### src/rtl/cam_frame_gen_if.sv
// Camera pixel bus between the frame generator (master) and a cam_read-style receiver (slave).
// Handshake: px_data is valid when href=1 and is sampled on the rising edge of pclk; there is no backpressure.
interface cam_frame_gen_if;
  logic       CAM_pclk;
  logic       CAM_href;
  logic       CAM_vsync;
  logic [7:0] CAM_px_data;

  modport master (output CAM_pclk, output CAM_href, output CAM_vsync, output CAM_px_data);
  modport slave  (input  CAM_pclk, input  CAM_href, input  CAM_vsync, input  CAM_px_data);
endinterface

### src/rtl/cam_frame_gen.sv
// OV7670-style camera emulator: RGB444 frames on the pclk/href/vsync byte bus.
// All bus outputs other than pclk change only on the clk edge where pclk falls.
module cam_frame_gen #(
  parameter int CAM_SCREEN_X = 160,
  parameter int CAM_SCREEN_Y = 120,
  parameter int H_BLANK      = 144,
  parameter int VS_LINES     = 3,
  parameter int V_BP         = 17,
  parameter int V_FP         = 10
) (
  input  logic                  clk,
  input  logic                  rst,
  input  logic                  en,
  input  logic [1:0]            pattern_sel,
  input  logic [11:0]           color_in,
  cam_frame_gen_if.master       cam,
  output logic                  frame_done,
  output logic [15:0]           frame_cnt,
  output logic [2:0]            state_dbg
);
  localparam int LINE_TICKS  = 2 * CAM_SCREEN_X + H_BLANK;
  localparam int TOTAL_LINES = VS_LINES + V_BP + CAM_SCREEN_Y + V_FP;
  localparam int ACT_FIRST   = VS_LINES + V_BP;
  localparam int ACT_END     = ACT_FIRST + CAM_SCREEN_Y;
  localparam int COL_W       = $clog2(LINE_TICKS);
  localparam int LINE_W      = $clog2(TOTAL_LINES);
  localparam int BAR_W       = CAM_SCREEN_X / 8;
  localparam int BAR_CW      = (BAR_W > 1) ? $clog2(BAR_W) : 1;

  typedef enum logic [2:0] {IDLE = 3'd0, VSYNC = 3'd1, VBP = 3'd2, ACTIVE = 3'd3, VFP = 3'd4} state_t;

  state_t              state;
  logic [COL_W-1:0]    col, nxt_col;
  logic [LINE_W-1:0]   line, nxt_line;
  logic [BAR_CW-1:0]   bar_cnt, nxt_bar_cnt;
  logic [2:0]          bar_idx, nxt_bar_idx;
  logic [1:0]          lat_sel;
  logic [11:0]         lat_color;
  logic                tick, col_last, frame_end, start, run_next;
  logic                nxt_href, nxt_vsync;
  logic [7:0]          nxt_data;
  logic [3:0]          x4, y4;
  logic [11:0]         pix, bar_color;

  assign state_dbg = state;

  // Everything below describes the position that becomes visible after this tick.
  always_comb begin
    tick      = cam.CAM_pclk;
    col_last  = (col == COL_W'(LINE_TICKS - 1));
    frame_end = (state == VFP) && col_last && (line == LINE_W'(TOTAL_LINES - 1));
    start     = en && ((state == IDLE) || frame_end);
    run_next  = start || ((state != IDLE) && !frame_end);

    nxt_col  = '0;
    nxt_line = '0;
    if (run_next && !start) begin
      nxt_col  = col_last ? '0 : col + COL_W'(1);
      nxt_line = col_last ? line + LINE_W'(1) : line;
    end

    nxt_vsync = run_next && (nxt_line < LINE_W'(VS_LINES));
    nxt_href  = run_next && (nxt_line >= LINE_W'(ACT_FIRST)) && (nxt_line < LINE_W'(ACT_END))
                && (nxt_col < COL_W'(2 * CAM_SCREEN_X));

    // Bar index advances by counting pixels within the line instead of dividing x.
    nxt_bar_cnt = bar_cnt;
    nxt_bar_idx = bar_idx;
    if (nxt_col == '0) begin
      nxt_bar_cnt = '0;
      nxt_bar_idx = '0;
    end else if (!nxt_col[0]) begin
      if (bar_cnt == BAR_CW'(BAR_W - 1)) begin
        nxt_bar_cnt = '0;
        nxt_bar_idx = bar_idx + 3'd1;
      end else begin
        nxt_bar_cnt = bar_cnt + BAR_CW'(1);
      end
    end

    unique case (nxt_bar_idx)
      3'd0:    bar_color = 12'hFFF;
      3'd1:    bar_color = 12'hFF0;
      3'd2:    bar_color = 12'h0FF;
      3'd3:    bar_color = 12'h0F0;
      3'd4:    bar_color = 12'hF0F;
      3'd5:    bar_color = 12'hF00;
      3'd6:    bar_color = 12'h00F;
      default: bar_color = 12'h000;
    endcase

    x4 = 4'(nxt_col >> 1);
    y4 = 4'(nxt_line - LINE_W'(ACT_FIRST));
    unique case (lat_sel)
      2'd0:    pix = lat_color;
      2'd1:    pix = bar_color;
      2'd2:    pix = {x4, y4, 4'(x4 + y4)};
      default: pix = (x4[3] ^ y4[3]) ? 12'hFFF : 12'h000;
    endcase

    nxt_data = 8'h00;
    if (nxt_href) nxt_data = nxt_col[0] ? pix[7:0] : {4'h0, pix[11:8]};
  end

  always_ff @(posedge clk or negedge rst) begin
    if (!rst) begin
      state           <= IDLE;
      col             <= '0;
      line            <= '0;
      bar_cnt         <= '0;
      bar_idx         <= '0;
      lat_sel         <= '0;
      lat_color       <= '0;
      cam.CAM_pclk    <= 1'b0;
      cam.CAM_href    <= 1'b0;
      cam.CAM_vsync   <= 1'b0;
      cam.CAM_px_data <= 8'h00;
      frame_done      <= 1'b0;
      frame_cnt       <= 16'h0000;
    end else begin
      cam.CAM_pclk <= ~cam.CAM_pclk;
      frame_done   <= 1'b0;
      if (tick) begin
        col             <= nxt_col;
        line            <= nxt_line;
        bar_cnt         <= nxt_bar_cnt;
        bar_idx         <= nxt_bar_idx;
        cam.CAM_href    <= nxt_href;
        cam.CAM_vsync   <= nxt_vsync;
        cam.CAM_px_data <= nxt_data;
        if (start) begin
          lat_sel   <= pattern_sel;
          lat_color <= color_in;
        end
        unique case (state)
          IDLE:    if (en) state <= VSYNC;
          VSYNC:   if (col_last && line == LINE_W'(VS_LINES - 1)) state <= VBP;
          VBP:     if (col_last && line == LINE_W'(ACT_FIRST - 1)) state <= ACTIVE;
          ACTIVE:  if (col_last && line == LINE_W'(ACT_END - 1)) state <= VFP;
          VFP: begin
            if (frame_end) begin
              frame_done <= 1'b1;
              frame_cnt  <= frame_cnt + 16'd1;
              state      <= en ? VSYNC : IDLE;
            end
          end
          default: state <= IDLE;
        endcase
      end
    end
  end
endmodule

### src/flat_wrapper.sv
// flat-port wrapper written by rule: the top's interface ports become plain ports
module cam_frame_gen_flat 
#(
  parameter int CAM_SCREEN_X = 160,
  parameter int CAM_SCREEN_Y = 120,
  parameter int H_BLANK      = 144,
  parameter int VS_LINES     = 3,
  parameter int V_BP         = 17,
  parameter int V_FP         = 10
)
  (clk, rst, en, pattern_sel, color_in, frame_done, frame_cnt, state_dbg, cam_CAM_pclk, cam_CAM_href, cam_CAM_vsync, cam_CAM_px_data);
  cam_frame_gen_if cam_i ();
  input  logic clk;
  input  logic rst;
  input  logic en;
  input  logic [1:0] pattern_sel;
  input  logic [11:0] color_in;
  output logic frame_done;
  output logic [15:0] frame_cnt;
  output logic [2:0] state_dbg;
  output wire logic [$bits(cam_i.CAM_pclk)-1:0] cam_CAM_pclk;
  output wire logic [$bits(cam_i.CAM_href)-1:0] cam_CAM_href;
  output wire logic [$bits(cam_i.CAM_vsync)-1:0] cam_CAM_vsync;
  output wire logic [$bits(cam_i.CAM_px_data)-1:0] cam_CAM_px_data;
  assign cam_CAM_pclk = cam_i.CAM_pclk;
  assign cam_CAM_href = cam_i.CAM_href;
  assign cam_CAM_vsync = cam_i.CAM_vsync;
  assign cam_CAM_px_data = cam_i.CAM_px_data;
  cam_frame_gen #(.CAM_SCREEN_X(CAM_SCREEN_X), .CAM_SCREEN_Y(CAM_SCREEN_Y), .H_BLANK(H_BLANK), .VS_LINES(VS_LINES), .V_BP(V_BP), .V_FP(V_FP)) u_core (.clk(clk), .rst(rst), .en(en), .pattern_sel(pattern_sel), .color_in(color_in), .cam(cam_i), .frame_done(frame_done), .frame_cnt(frame_cnt), .state_dbg(state_dbg));
endmodule
### config.mk
export PLATFORM = sky130hd
export DESIGN_NAME = cam_frame_gen_flat
export DESIGN_NICKNAME = d
export VERILOG_FILES = /design/src/rtl/cam_frame_gen_if.sv /design/src/rtl/cam_frame_gen.sv /design/src/flat_wrapper.sv
export SDC_FILE = /design/constraint.sdc
export NUM_CORES = 1
export LEC_CHECK = 0
export CORE_MARGIN = 2
export CORE_UTILIZATION = 55
export CTS_CLUSTER_DIAMETER = 30
export DETAILED_ROUTE_END_ITERATION = 10
export PLACE_DENSITY_LB_ADDON = 0.25
export SKIP_LAST_GASP = 1
export SYNTH_ARGS = -nofsm -noshare
export SYNTH_HDL_FRONTEND = slang
export SYNTH_SLANG_ARGS = --single-unit
export TNS_END_PERCENT = 30
### constraint.sdc
create_clock -name clk -period 4.6 [get_ports clk]
set_input_delay 1.38 -clock clk [delete_from_list [all_inputs] [get_ports clk]]
set_output_delay 1.38 -clock clk [all_outputs]
set_load 0.01 [all_outputs]
# ---- Word-level counts from Yosys, hierarchy flattened
# Cells that the tools add are included.
dict set report word_totals {
  wordCells 100
  inputBits 17
  output_inout_bits 31
  regBits 70
}
dict set report classes {
  mux 25
  reduce_logical 25
  magnitude_cmp 4
  bitwise_logic 2
  n_addsub 7
  n_eq_ne 24
}
# operator n
set ops {}
lappend ops {{12-bit case mux with 7 select lines} 1}
lappend ops {{12-bit case mux with 3 select lines} 1}
lappend ops {{8-bit 2-to-1 mux} 4}
lappend ops {{3-bit 2-to-1 mux} 8}
lappend ops {{9-bit 2-to-1 mux} 2}
lappend ops {{16-bit by 1-bit adder with 16-bit output (second input constant)} 1}
lappend ops {{8-bit equality test (second input constant)} 2}
lappend ops {{5-bit 2-to-1 mux} 3}
lappend ops {{3-bit case mux with 5 select lines} 1}
lappend ops {{3-bit by 2-bit equality test with 1-bit output (second input constant)} 4}
lappend ops {{3-bit equality test (second input constant)} 4}
lappend ops {{1-bit logical AND} 12}
lappend ops {{12-bit 2-to-1 mux} 1}
lappend ops {{9-bit by 1-bit adder with 9-bit output (second input constant)} 1}
lappend ops {{9-bit equality test (second input constant)} 1}
lappend ops {{9-bit logical NOT} 1}
lappend ops {{9-bit less-than comparator (second input constant)} 1}
lappend ops {{8-bit by 1-bit adder with 8-bit output (second input constant)} 1}
lappend ops {{8-bit by 2-bit equality test with 1-bit output (second input constant)} 1}
lappend ops {{8-bit by 5-bit equality test with 1-bit output (second input constant)} 1}
lappend ops {{8-bit by 5-bit greater-or-equal comparator with 1-bit output (second input constant)} 1}
lappend ops {{8-bit by 2-bit less-than comparator with 1-bit output (second input constant)} 1}
lappend ops {{8-bit less-than comparator (second input constant)} 1}
lappend ops {{2-bit by 1-bit inequality test with 1-bit output (second input constant)} 4}
lappend ops {{20 further kinds} 29}

# ---- Depth between registers and ports, before layout
# Gate-level depths: netlist of run 1.
dict set report depth {
  depth_word 15
  mapped_depth 15
  ltp_nobuf 14
}

# ---- Worst setup path before layout of run 1
# Ideal clock, no wire load.
dict set report synth_timing {
  kind {reg2reg}
  from {register u_core.line[1]}
  to {register u_core.cam.CAM_px_data[4]}
  setup_ns 0.101
  stages_incl_launch_ff 15
  n_path_buf 2
  arrival_time_ns 3.322
  slack_ns 1.177
  required_time_ns 4.499
  synth_period_minus_slack_ns 3.423
  path_cell_list {dfrtp_1 > inv_1 > ha_1 > or3b_2 > nor4_1 > o21a_1 > clkbuf_1 > nor2_1 > inv_1 > ha_1 > xnor2_1 > nor3_1 > or4_1 > buf_2 > o32ai_1}
}
dict set report synth_via {
  word_cells_on_any_way 36
  cone_classes {2 x add/sub; 3 x order compare; 7 x eq/ne; 10 x mux; 1 x bitwise; 13 x reduce/logical}
}
# item line_no
set synth_lines {}
lappend synth_lines {{start: declaration} cam_frame_gen.sv:34} ;# logic [LINE_W-1:0] line, nxt_line;
lappend synth_lines {{start signal: assignment} cam_frame_gen.sv:125} ;# line <= nxt_line;
lappend synth_lines {{branches (longest 6 deep; another with 8-bit by 1-bit adder with 8-bit output)} -}
lappend synth_lines {{8-bit 2-to-1 mux *} cam_frame_gen.sv:57} ;# if (run_next && !start) begin
lappend synth_lines {{named net u_core.nxt_line[2]} cam_frame_gen.sv:34}
lappend synth_lines {{4-bit by 3-bit subtractor with 4-bit output} cam_frame_gen.sv:93} ;# y4 = 4'(nxt_line - LINE_W'(ACT_FIRST));
lappend synth_lines {{1-bit bitwise XOR} cam_frame_gen.sv:98} ;# default: pix = (x4[3] ^ y4[3]) ? 12'hFFF : 12'h000;
lappend synth_lines {{12-bit 2-to-1 mux} cam_frame_gen.sv:98}
lappend synth_lines {{12-bit case mux with 3 select lines} cam_frame_gen.sv:94} ;# unique case (lat_sel)
lappend synth_lines {{8-bit 2-to-1 mux} cam_frame_gen.sv:102} ;# if (nxt_href) nxt_data = nxt_col[0] ? pix[7:0] : {4'h0, pix[11:8]};
lappend synth_lines {{8-bit 2-to-1 mux *} cam_frame_gen.sv:102}
lappend synth_lines {{end signal: assignment} cam_frame_gen.sv:130} ;# cam.CAM_px_data <= nxt_data;
lappend synth_lines {{end: declaration} cam_frame_gen_if.sv:9} ;# modport master (output CAM_pclk, output CAM_href, output CAM_vsync, output CAM_px_data);
# Mark *: on every way through the listed nets, which the timed path passes.
# A chain may end at the register's enable or synchronous reset.

# ---- Worst setup path in the final report of run 1
# Same ends and word-level chain as after synthesis.

==> results of run 1 <==
## worst paths after layout
check	to	slack, ns
max in group asynchronous	u_core.col[1]$_DFFE_PN0P_	2.60
setup reg to reg	u_core.cam.CAM_px_data[4]$_DFFE_PN0P_	0.71
hold / removal	u_core.frame_cnt[6]$_DFFE_PN0P_	0.49
setup / recovery	u_core.cam.CAM_px_data[4]$_DFFE_PN0P_	0.71
min in group asynchronous	u_core.state_dbg[0]$_DFFE_PN0P_	1.01
hold reg to reg	u_core.frame_cnt[6]$_DFFE_PN0P_	0.49
## cells in the mapped netlist (9+ instances only)
cell | number | share of area [%]
clkbuf_1 | 20 | 1.8
xor2_1 | 12 | 2.5
nand3_1 | 21 | 2.5
xnor2_1 | 19 | 3.9
nor2_1 | 32 | 2.8
nand4_1 | 9 | 1.3
mux2_2 | 20 | 5.3
nand2_1 | 43 | 3.8
inv_1 | 22 | 1.9
ha_1 | 13 | 3.8
o21ai_0 | 34 | 4.0
nor3_1 | 9 | 1.1
dfrtp_1 | 70 | 41
a21oi_1 | 13 | 1.5
## critical path, delay by kind of cell (launching register included)
kind	cells	cell delay (ns)
compound gates	4	1.06
buf+inv	2	0.23
simple gates	5	1.71
flops	1	0.45
fa+ha+maj	2	0.33
## through the flow
| step | hold slack [ns] | instances | utilization, % |
|---|---|---|---|
| floorplan | 0.4698 | 450 | - |
| global placement | 0.4640 | 573 | 62.25 |
| detailed placement | 0.4769 | 573 | 62.25 |
| CTS | 0.4992 | 589 | 65.16 |
| global route | 0.5131 | 589 | 65.16 |
| finish | 0.4923 | 589 | 65.16 |
## placed cells by master, fill, tap and decap left out, types with 6 or more instances in the layout
cell type and instances:
clkbuf_8 9, ha_1 13, nor2_1 32, dfrtp_1 70
xor2_1 12, xnor2_1 19, nand2_1 43, o21a_1 6
a21oi_1 13, nor3_1 9, nand4_1 9, inv_1 22
clkdlybuf4s50_1 46, o21ai_0 34, mux2_2 20, nand3_1 21
## logic make-up (layout without fill, tap and decap cells)
group / count (synthesis) / in the layout / share of synthesized area, %
multiplexers: 25 / 25 / 6.497
XOR/XNOR: 31 / 31 / 6.409
flip-flops: 70 / 70 / 41.35
AO/OA/AOI/OAI: 100 / 100 / 15.71
AND/OR/NAND/NOR: 159 / 159 / 20.91
buffers and inverters: 51 / 88 / 4.814
adder cells (fa/ha/maj): 14 / 14 / 4.312
## state kept, by name, indices dropped and copies added (netlist names)
register / count
u_core.state_dbg: 3
u_core.bar_cnt: 5
u_core.line: 8
u_core.lat_color: 12
u_core.cam.CAM_href: 1
u_core.cam.CAM_pclk: 1
u_core.frame_done: 1
u_core.frame_cnt: 16
u_core.lat_sel: 2
u_core.cam.CAM_vsync: 1
u_core.cam.CAM_px_data: 8
u_core.col: 9
u_core.bar_idx: 3
## final cells by class
cell class,instances,area [um2]
clock buffers,10,127.6
inverters,22,82.58
fillers,645,2650
well taps,102,127.6
flip-flops and latches,70,1752
multi-input cells,329,2286
clock inverters,6,93.84
repair buffers,50,488.0
## per-layer routing
layer,GRT usage (%),vias to the layer above
li1,-,1692
met1,35.83,1744
met2,39.22,123
met3,3.944,14
met4,10.57,0
met5,0,-
## power by group through the flow
stage	Combinational, W	Clock, W	Sequential, W
final	0.000931	0.000566	0.000860
after global routing	0.00104	0.000599	0.000880
after CTS	0.000929	0.000574	0.000858
after detailed placement	0.000927	0	0.000870
after global placement	0.000915	0	0.000867
after floorplan	0.000745	0	0.000792
==> metrics.md, run 1 <==
| Metric | Value |
|---|---|
| CP Launch Type | `flip-flop` |
| Gate power share | `39.5%` |
| Peak supply drop | `0.3040 mV` |
| Post-CTS Setup Bufs | `0` |
| RSZ-0062 raised after global routing | `no` |
| Clock Skew | `0.009792 ns` |
| Gr ovfl total | `0` |
| Clk sinks | `70` |
| Via-per-instance ratio | `6.066` |
| Post-Synthesis Cells | `450` |
| Worst r2r src | `u_core.line[1]$_DFFE_PN0P_` |
| Worst Setup End Kind | `flip-flop` |
| CP Class | `flip-flop to flip-flop` |
| Seq pwr share | `36.5%` |
| Clk slew on worst S/H paths | `0.08 ns` |
| Post-CTS sizing | `0` |
| Root Driver | `clkbuf_8` |
| DR top layer | `met4` |
| Cell area power density | `475.5 nW/um2` |
| Iter 0 DRT Violations | `284` |
| Clock Power Share | `between 20% and 30%` |
| CTS tree | `yes` |
| Total CTS buffers | `9` |
| Number of global-route vias before repair | `roughly 3,400` |
| DRC | `0` |
| Max Fclk | `256.8 MHz` |
| Switch share | `39.37%` |
| Core ar. | `7607 um2` |
| Final Hold Fails | `0` |
| Die Ht | `91.77 um` |
| Max-cap viol count | `0` |
| Die width | `91.77 um` |
| Vias after detailed routing | `3,573` |
| Gpl congestion | `0.8901` |
| Synth warn | `0` |
| Net Sw Power | `slightly above 0.0009 W` |
| WL met2 | `between 4000 and 5000 um` |
| Final Instance Area | `between 4000 and 5000 um2` |
| CP arrival | `4.15 ns` |
| Clk_lat worst skew | `0.36 ns` |
| Post-synthesis sequential area ratio | `between 40% and 50%` |
| Drt pass-1 iters | `5` |
| Worst setup path start | `u_core.line[1]$_DFFE_PN0P_` |
| Fin crit share | `a little over four fifths` |
| Placement row count | `32` |
| Placed inst area | `4736 um2` |
| Fraction of registers with async set or reset after synthesis | `100.0%` |
| Hold_sp | `u_core.frame_cnt[6]$_DFFE_PN0P_` |
| Global-route wire length before repair | `17,070 um` |
| Cell depth of the worst min-delay path | `1` |
| Outcome | `finished, final reports clean` |
| Tot Pwr | `roughly 0.0024 W` |
| Final Net Count | `513` |
| Worst EP required | `approximately 4.9 ns` |
| Die area | `approximately 8400 um2` |
| Post-DRT Antenna Nets | `0` |
| Cts hold-fix bufs | `0` |
| TNS Setup | `0 ns` |
| Wire per inst | `16.95 um` |
| PortBufs | `47` |
| FF-to-FF path depth | `13` |
| Crit path max-delay cell type | `or4_1` |
| Int Power | `0.001429 W` |
| Number of synthesized flops with an enable pin | `0` |
| Total I/O pin count | `48` |
| Largest net degree at the start of global routing | `47` |
| Post-synthesis register bit count | `70` |
| Area grow syn2layout | `17.01%` |
| # diodes | `0` |
| Max_slew headroom | `56.08%` |
| Slowest cell delay on critical path | `0.70 ns` |
| Layout cells sized above 1 | `10.27%` |
| Worst hold path type | `flip-flop to flip-flop` |
| Placement Setup Slack | `0.7644 ns` |
| M1 wire length | `4666 um` |
| Synthesized Nets | `481` |
| DRT Wirelength | `9984 um` |
| Final Max Slew Viols | `0` |
| WL met3 | `475 um` |
| Setup WS post-layout | `0.7053 ns` |
| Leakage | `2.080 nW` |
| H-Tree Depth | `3` |
| Crit path max fanout | `13` |
| Final setup viols | `0` |
| Synth Area per Inst | `9.415 um2` |
| Period minus WS final | `3.895 ns` |
| Max clock buf depth | `2` |
| Post-Syn Area | `4237 um2` |
| Initial Util | `55.69%` |
| Hpwl dp | `7261 um` |
| Predominant post-synthesis flop cell | `dfrtp_1` |
| Initial antenna violation count | `0` |
| CP Cell Sequence | `inv_1 > ha_1 > or3b_2 > nor4_1 > o21a_1 > nor2_1 > inv_1 > ha_1 > nand3_1 > o211ai_1 > a311oi_1 > or4_1 > o32ai_1` |
| Worst-Margin Slew | `about 0.66 ns` |
| GR Util All Layers | `25.39%` |
| Yosys cell types | `61` |
Note: power is estimated with default switching activity, not from simulation.
==> inputs of run 2 (changes only) <==
==> constraint.sdc (replaced) <==
create_clock -name clk -period 3.7 [get_ports clk]
set_input_delay 1.11 -clock clk [delete_from_list [all_inputs] [get_ports clk]]
set_output_delay 1.11 -clock clk [all_outputs]
set_load 0.01 [all_outputs]
==> run 2 against run 1 <==
- critical endpoint unchanged
- critical path depth fell by 1
- clock power increased by 28%
- largest cell class unchanged
- fmax increased by 15%
- highest routed layer unchanged
- critical path type unchanged
==> metrics.md, run 2 (synthesized netlist as in run 1, its figures left out) <==
| Metric | Value |
|---|---|
| DRT Wirelength | `10,240 um (was 9984 um)` |
| Total I/O pin count | `48 (unchanged)` |
| GR Util All Layers | `25.61% (was 25.39%)` |
| Worst hold path type | `flip-flop to flip-flop (unchanged)` |
| Clk slew on worst S/H paths | `0.09 ns (was 0.08 ns)` |
| Most frequent cells in the layout | `70 x dfrtp_1, 46 x clkdlybuf4s50_1, 43 x nand2_1 (unchanged)` |
| Layout Utilization | `67.07% (was 65.16%)` |
| Final Hold Fails | `0 (unchanged)` |
| Largest reg by FF count | `u_core.frame_cnt (unchanged)` |
| Cell area power density | `593.2 nW/um2 (was 475.5 nW/um2)` |
| Hpwl dp | `7412 um (was 7261 um)` |
| Die area | `8421 um2 (unchanged)` |
| Global-route wire length before repair | `17,490 um (was 17,070 um)` |
| Largest delay share family, worst path | `simple AND/OR/NAND/NOR gates (unchanged)` |
| Fillers | `616 (was 645)` |
| Vias after detailed routing | `3,666 (was 3,573)` |
| Crit path max fanout | `8 (was 13)` |
| Clock Skew | `0.009375 ns (was 0.009792 ns)` |
| Via-per-instance ratio | `6.050 (was 6.066)` |
| Initial antenna violation count | `0 (unchanged)` |
| Most common cell after layout, fill and taps aside | `dfrtp_1 (unchanged)` |
| Fin crit share | `91.72% (was 84.67%)` |
| Gr ovfl total | `0 (unchanged)` |
| Cts hold-fix bufs | `0 (unchanged)` |
| Clock Power Share | `23.9% (was 24.0%)` |
| Placed inst area | `4863 um2 (was 4736 um2)` |
| Gate power share | `41.0% (was 39.5%)` |
| Worst EP required | `3.95 ns (was 4.85 ns)` |
| Crit path max-delay cell type | `or4_4 (was or4_1)` |
| Wire per inst | `16.89 um (was 16.95 um)` |
| Placement row count | `32 (unchanged)` |
| Largest net degree at the start of global routing | `71 (was 47)` |
| Die Ht | `91.77 um (unchanged)` |
| Peak supply drop | `0.4067 mV (was 0.3040 mV)` |
| Post-DRT Antenna Nets | `0 (unchanged)` |
| Switch share | `39.58% (was 39.37%)` |
| # diodes | `0 (unchanged)` |
| Worst-Margin Slew | `0.8816 ns (was 0.6588 ns)` |
| RSZ-0062 raised after global routing | `yes (was no)` |
| Clk_lat worst skew | `0.36 ns (about the same)` |
| Leakage | `2.175 nW (was 2.080 nW)` |
| Max_slew headroom | `41.22% (was 56.08%)` |
| Die width | `91.77 um (unchanged)` |
| Max-cap viol count | `0 (unchanged)` |
| Number of global-route vias before repair | `3,552 (was 3,388)` |
| Core ar. | `7607 um2 (unchanged)` |
| CP Class | `flip-flop to flip-flop (unchanged)` |
| H-Tree Depth | `3 (unchanged)` |
| Area grow syn2layout | `20.44% (was 17.01%)` |
| PortBufs | `47 (unchanged)` |
| Root Driver | `clkbuf_8 (unchanged)` |
| Int Power | `0.001829 W (was 0.001429 W)` |
| CP bufs+invs | `1 (was 2)` |
| Outcome | `finished, final reports clean (unchanged)` |
| Top Registers | `u_core.frame_cnt (16), u_core.lat_color (12), u_core.col (9) (unchanged)` |
| CP Launch Type | `flip-flop (unchanged)` |
| Clk sinks | `70 (unchanged)` |
| Iter 0 DRT Violations | `281 (was 284)` |
| Post-CTS Setup Bufs | `0 (unchanged)` |
| CTS tree | `yes (unchanged)` |
| Final Max Slew Viols | `0 (unchanged)` |
| Drt pass-1 iters | `5 (unchanged)` |
| Max clock buf depth | `2 (unchanged)` |
| Period minus WS final | `3.394 ns (was 3.895 ns)` |
| Initial Util | `55.69% (unchanged)` |
| Gpl congestion | `0.9344 (was 0.8901)` |
| Final Instance Area | `5102 um2 (was 4957 um2)` |
| CP arrival | `3.64 ns (was 4.15 ns)` |
| Layout cells sized above 1 | `13.89% (was 10.27%)` |
| DRC | `0 (unchanged)` |
| Max FFs per register | `16 (unchanged)` |
| Max Fclk | `294.7 MHz (was 256.8 MHz)` |
| CP Cell Sequence | `ha_1 > and4b_1 > nand3_1 > xor2_1 > nor2_1 > buf_4 > ha_1 > nand3_1 > o211ai_1 > a311oi_1 > or4_4 > o32ai_1 (was inv_1 > ha_1 > or3b_2 > nor4_1 > o21a_1 > nor2_1 > inv_1 > ha_1 > nand3_1 > o211ai_1 > a311oi_1 > or4_1 > o32ai_1)` |
| Final setup viols | `0 (unchanged)` |
| Total CTS buffers | `9 (unchanged)` |
| Final Net Count | `530 (was 513)` |
| Worst Setup End Kind | `flip-flop (unchanged)` |
| Seq pwr share | `35.1% (was 36.5%)` |
| Net Sw Power | `0.001198 W (was 0.0009280 W)` |
| Slowest cell delay on critical path | `0.62 ns (was 0.70 ns)` |
run 2: repair_timing:
action,CTS,global route
gates resized for setup,0,2
endpoints found under the hold margin,0,0
endpoints found under the setup margin,0,6
run 2: layout make-up:
type	count	area [um2]	area share, %
tap	102	127.6	2.501
timing repair buffer	67	615.6	12.06
inverter	22	82.58	1.618
sequential	70	1752	34.33
multi-input combinational	329	2296	45.00
clock buffer	9	123.9	2.428
clock inverter	7	105.1	2.060
run 2: stage by stage:
stage	setup TNS, ns	worst slack [ns]	instances	hold WS, ns	total power [W]
2_1_floorplan	0	0.2767	450	0.4698	0.001911
3_3_place_gp	0	0.3517	590	0.4589	0.002273
3_5_place_dp	0	0.1653	590	0.4709	0.002297
4_1_cts	0	0.1411	606	0.4866	0.003019
5_1_grt	-0.04739	-0.04739	606	0.4947	0.003230
6_report	0	0.3062	606	0.4793	0.003027
run 2: worst register-to-register path: stages (launching register included):
cell and delay, ns:
dfrtp_1 0.40, ha_1 0.32, and4b_1 0.26, nand3_1 0.17, xor2_1 0.19, nor2_1 0.26, buf_4 0.18, ha_1 0.16
nand3_1 0.08, o211ai_1 0.19, a311oi_1 0.15, or4_4 0.62, o32ai_1 0.31
run 2: power groups by stage:
stage,clock network [W],logic [W],registers (W)
2_1_floorplan,0,0.000927,0.000984
3_3_place_gp,0,0.00120,0.00107
3_5_place_dp,0,0.00122,0.00108
4_1_cts,0.000729,0.00123,0.00106
5_1_grt,0.000767,0.00138,0.00109
6_report,0.000723,0.00124,0.00106
run 2: path summary, 6_finish.rpt:
| check | from | endpoint | slack (ns) | cells after the start |
|---|---|---|---|---|
| min in group asynchronous | rst | u_core.line[6]$_DFFE_PN0P_ | 0.94 | 2 |
| max in group asynchronous | rst | u_core.line[2]$_DFFE_PN0P_ | 2.18 | 2 |
| max reg2reg | u_core.col[1]$_DFFE_PN0P_ | u_core.cam.CAM_px_data[4]$_DFFE_PN0P_ | 0.31 | 12 |
| min reg2reg | u_core.frame_cnt[15]$_DFFE_PN0P_ | u_core.frame_cnt[15]$_DFFE_PN0P_ | 0.48 | 1 |
| max | u_core.col[1]$_DFFE_PN0P_ | u_core.cam.CAM_px_data[4]$_DFFE_PN0P_ | 0.31 | 12 |
| min | u_core.frame_cnt[15]$_DFFE_PN0P_ | u_core.frame_cnt[15]$_DFFE_PN0P_ | 0.48 | 1 |
run 2: layer usage:
layer / GRT usage [%] / vias up / part of all wire [%]
met4: 7.711 / 0 / 1.3
met2: 40.01 / 131 / 47
met1: 35.98 / 1793 / 46
met5: 0 / - / 0
li1: - / 1725 / -
met3: 5.505 / 17 / 6.1
==> inputs of run 3 (changes only) <==
--- a/config.mk
+++ b/config.mk
@@ -5,10 +5,12 @@
 export SDC_FILE = /design/constraint.sdc
 export NUM_CORES = 1
 export LEC_CHECK = 0
+export CAP_MARGIN = 30
 export CORE_MARGIN = 2
 export CORE_UTILIZATION = 55
 export CTS_CLUSTER_DIAMETER = 30
 export DETAILED_ROUTE_END_ITERATION = 10
+export GPL_TIMING_DRIVEN = 0
 export PLACE_DENSITY_LB_ADDON = 0.25
 export SKIP_LAST_GASP = 1
 export SYNTH_ARGS = -nofsm -noshare
==> run 3 against run 2 <==
- sequential share of layout area fell by 0.71 points
- worst setup slack got worse by 0.23 ns
- utilization rose by 1.5 points
- register-to-register slack got worse by 0.23 ns
- sequential cell count did not move
- non-clock buffer count rose by 19
- cell count rose by 3.1%
- total power rose by 2.0%
- largest cell class unchanged
==> metrics.md, run 3 (synthesized netlist as in run 1, its figures left out) <==
| Metric | Value |
|---|---|
| Worst hold path type | `flip-flop to flip-flop (unchanged)` |
| PortBufs | `47 (unchanged)` |
| Crit path max fanout | `7 (was 8)` |
| Slowest cell delay on critical path | `0.56 ns (was 0.62 ns)` |
| CP Class | `flip-flop to flip-flop (unchanged)` |
| Clk slew on worst S/H paths | `0.08 ns (was 0.09 ns)` |
| Clk sinks | `70 (unchanged)` |
| Total I/O pin count | `48 (unchanged)` |
| Worst r2r src | `u_core.line[1]$_DFFE_PN0P_ (was u_core.col[1]$_DFFE_PN0P_)` |
| H-Tree Depth | `3 (unchanged)` |
| Global-route wire length before repair | `17,950 um (was 17,490 um)` |
| Fin crit share | `97.89% (was 91.72%)` |
| CTS tree | `yes (unchanged)` |
| Fillers | `610 (was 616)` |
| Vias after detailed routing | `3,767 (was 3,666)` |
| Die area | `8421 um2 (unchanged)` |
| Most frequent cells in the layout | `68 x dfrtp_1, 46 x clkdlybuf4s50_1, 43 x nand2_1 (was 70 x dfrtp_1, 46 x clkdlybuf4s50_1, 43 x nand2_1)` |
| Hold_sp | `u_core.frame_cnt[15]$_DFFE_PN0P_ (unchanged)` |
| Core ar. | `7607 um2 (unchanged)` |
| Placement row count | `32 (unchanged)` |
| Crit path max-delay cell type | `fa_1 (was or4_4)` |
| Max Fclk | `276.1 MHz (was 294.7 MHz)` |
| Clk_lat worst skew | `0.35 ns (was 0.36 ns)` |
| Gate power share | `45.6% (was 41.0%)` |
| Reg-to-reg endpoint | `u_core.cam.CAM_px_data[1]$_DFFE_PN0P_ (was u_core.cam.CAM_px_data[4]$_DFFE_PN0P_)` |
| Max FFs per register | `16 (unchanged)` |
| Hold Path Sink | `u_core.frame_cnt[15]$_DFFE_PN0P_ (unchanged)` |
| Final Net Count | `549 (was 530)` |
| Area grow syn2layout | `23.15% (was 20.44%)` |
| Leakage | `2.204 nW (was 2.175 nW)` |
| Via-per-instance ratio | `6.027 (was 6.050)` |
| Most repeated library cell on the critical path | `nor2_1` |
| R2R setup slack | `0.08 ns (was 0.31 ns)` |
| Period minus WS final | `3.622 ns (was 3.394 ns)` |
| Largest reg by FF count | `u_core.frame_cnt (unchanged)` |
| Peak supply drop | `0.3346 mV (was 0.4067 mV)` |
| DRC | `0 (unchanged)` |
| Initial antenna violation count | `0 (unchanged)` |
| Clock Skew | `0.01035 ns (was 0.009375 ns)` |
| Root Driver | `clkbuf_8 (unchanged)` |
| Layout cells sized above 1 | `15.49% (was 13.89%)` |
| Iter 0 DRT Violations | `189 (was 281)` |
| Worst Setup End Kind | `flip-flop (unchanged)` |
| Seq pwr share | `31.9% (was 35.1%)` |
| Gr ovfl total | `0 (unchanged)` |
| Outcome | `finished, final reports clean (unchanged)` |
| Max_slew headroom | `42.27% (was 41.22%)` |
| Final setup viols | `0 (unchanged)` |
| Cts hold-fix bufs | `0 (unchanged)` |
| Tot Pwr | `0.003088 W (was 0.003027 W)` |
| CP Launch Type | `flip-flop (unchanged)` |
| Initial Util | `55.69% (unchanged)` |
| Switch share | `39.89% (was 39.58%)` |
| Number of global-route vias before repair | `3,731 (was 3,552)` |
| DRT Wirelength | `10,870 um (was 10,240 um)` |
| TNS Setup | `0 ns (unchanged)` |
| Most common cell after layout, fill and taps aside | `dfrtp_1 (unchanged)` |
| FF-to-FF path depth | `15 (was 12)` |
| Cell depth of the worst min-delay path | `1 (unchanged)` |
| CP arrival | `3.87 ns (was 3.64 ns)` |
| Die Ht | `91.77 um (unchanged)` |
| Net Sw Power | `0.001232 W (was 0.001198 W)` |
| Worst-Margin Slew | `0.8660 ns (was 0.8816 ns)` |
| Worst EP required | `3.95 ns (about the same)` |
| Cell area power density | `591.9 nW/um2 (was 593.2 nW/um2)` |
| Int Power | `0.001856 W (was 0.001829 W)` |
| Wire per inst | `17.39 um (was 16.89 um)` |
| Max-cap viol count | `0 (unchanged)` |
| Clock Power Share | `22.6% (was 23.9%)` |
| Hpwl dp | `7571 um (was 7412 um)` |
| CP Cell Sequence | `inv_1 > ha_1 > or3b_2 > nor4_4 > o21a_1 > buf_6 > nor2_1 > ha_2 > fa_1 > mux2i_1 > o21ai_1 > nor2_1 > a21oi_1 > o221ai_2 > a221oi_2 (was ha_1 > and4b_1 > nand3_1 > xor2_1 > nor2_1 > buf_4 > ha_1 > nand3_1 > o211ai_1 > a311oi_1 > or4_4 > o32ai_1)` |
| Final Max Slew Viols | `0 (unchanged)` |
| Final Hold Fails | `0 (unchanged)` |
| Drt pass-1 iters | `5 (unchanged)` |
| Total CTS buffers | `9 (unchanged)` |
| # diodes | `0 (unchanged)` |
| Max clock buf depth | `2 (unchanged)` |
| Top Registers | `u_core.frame_cnt (16), u_core.lat_color (12), u_core.col (9) (unchanged)` |
| GR Util All Layers | `26.83% (was 25.61%)` |
| Die width | `91.77 um (unchanged)` |
| Gpl congestion | `0.9022 (was 0.9344)` |
| Largest net degree at the start of global routing | `71 (unchanged)` |
| Post-DRT Antenna Nets | `0 (unchanged)` |
## run 3: worst max-delay path by stage
stage / depth (start not counted) / endpoint / slack [ns] / from
after global placement: 1 / u_core.lat_color[11]$_DFFE_PN0P_ / -0.86 / rst
final: 15 / u_core.cam.CAM_px_data[1]$_DFFE_PN0P_ / 0.08 / u_core.line[1]$_DFFE_PN0P_
after CTS: 15 / u_core.cam.CAM_px_data[5]$_DFFE_PN0P_ / 0.02 / u_core.line[1]$_DFFE_PN0P_
after floorplan: 14 / u_core.cam.CAM_px_data[4]$_DFFE_PN0P_ / 0.28 / u_core.line[1]$_DFFE_PN0P_
after global routing: 15 / u_core.cam.CAM_px_data[1]$_DFFE_PN0P_ / -0.07 / u_core.line[1]$_DFFE_PN0P_
after detailed placement: 13 / u_core.cam.CAM_px_data[5]$_DFFE_PN0P_ / -0.41 / u_core.col[0]$_DFFE_PN0P_
## run 3: final cells by class
class                      count  area [um2]  share of cell area [%]
buffer                        28       131.4                   2.518
clock buffer                   9       123.9                   2.374
clock inverter                 7       95.09                   1.823
inverter                      22       82.58                   1.583
multi-input combinational    329        2355                   45.13
sequential                    70        1754                   33.62
tap                          102       127.6                   2.446
timing repair buffer          58       548.0                   10.50
## run 3: power by group through the flow
stage	Clock, W	Sequential, W	Combinational [W]
global route	0.000748	0.000998	0.00155
detailed placement	0	0.000997	0.00129
finish	0.000697	0.000984	0.00141
CTS	0.000711	0.000984	0.00133
floorplan	0	0.000984	0.000927
global placement	0	0.000991	0.00126
## run 3: routing by layer
metal	up-vias	global-route usage, %	share of wire, %
li1	1762	-	-
met1	1853	35.09	43
met2	132	43.26	50
met3	20	6.081	5.5
met4	0	10.95	2.0
met5	-	0	0
## run 3: worst max-delay path: cells and delay by family, from the launching register on
kind / cells / cell delay [ns]
adders and majority gates: 3 / 0.91
and+or+nand+nor: 4 / 0.90
AOI/OAI and AO/OA: 5 / 0.97
DFF: 1 / 0.41
buffers and inverters: 2 / 0.23
muxes: 1 / 0.11
## run 3: stage by stage
step / cells / utilization, % / cell area [um2] / hold slack, ns / setup slack (ns)
finish: 625 / 68.59 / 5218 / 0.4814 / 0.07806
global route: 625 / 68.59 / 5218 / 0.5121 / -0.06929
CTS: 617 / 67.02 / 5099 / 0.4933 / 0.02121
detailed placement: 600 / 63.59 / 4837 / 0.4722 / -0.4115
global placement: 599 / 63.55 / 4835 / 0.4598 / -0.8563
floorplan: 450 / - / 4237 / 0.4698 / 0.2767
## run 3: repair_timing
item,in CTS,in global routing
endpoints found under the hold margin,0,0
setup buffers,1,9
setup endpoints to repair,8,8
pin swaps,1,9
gates resized for setup,10,14
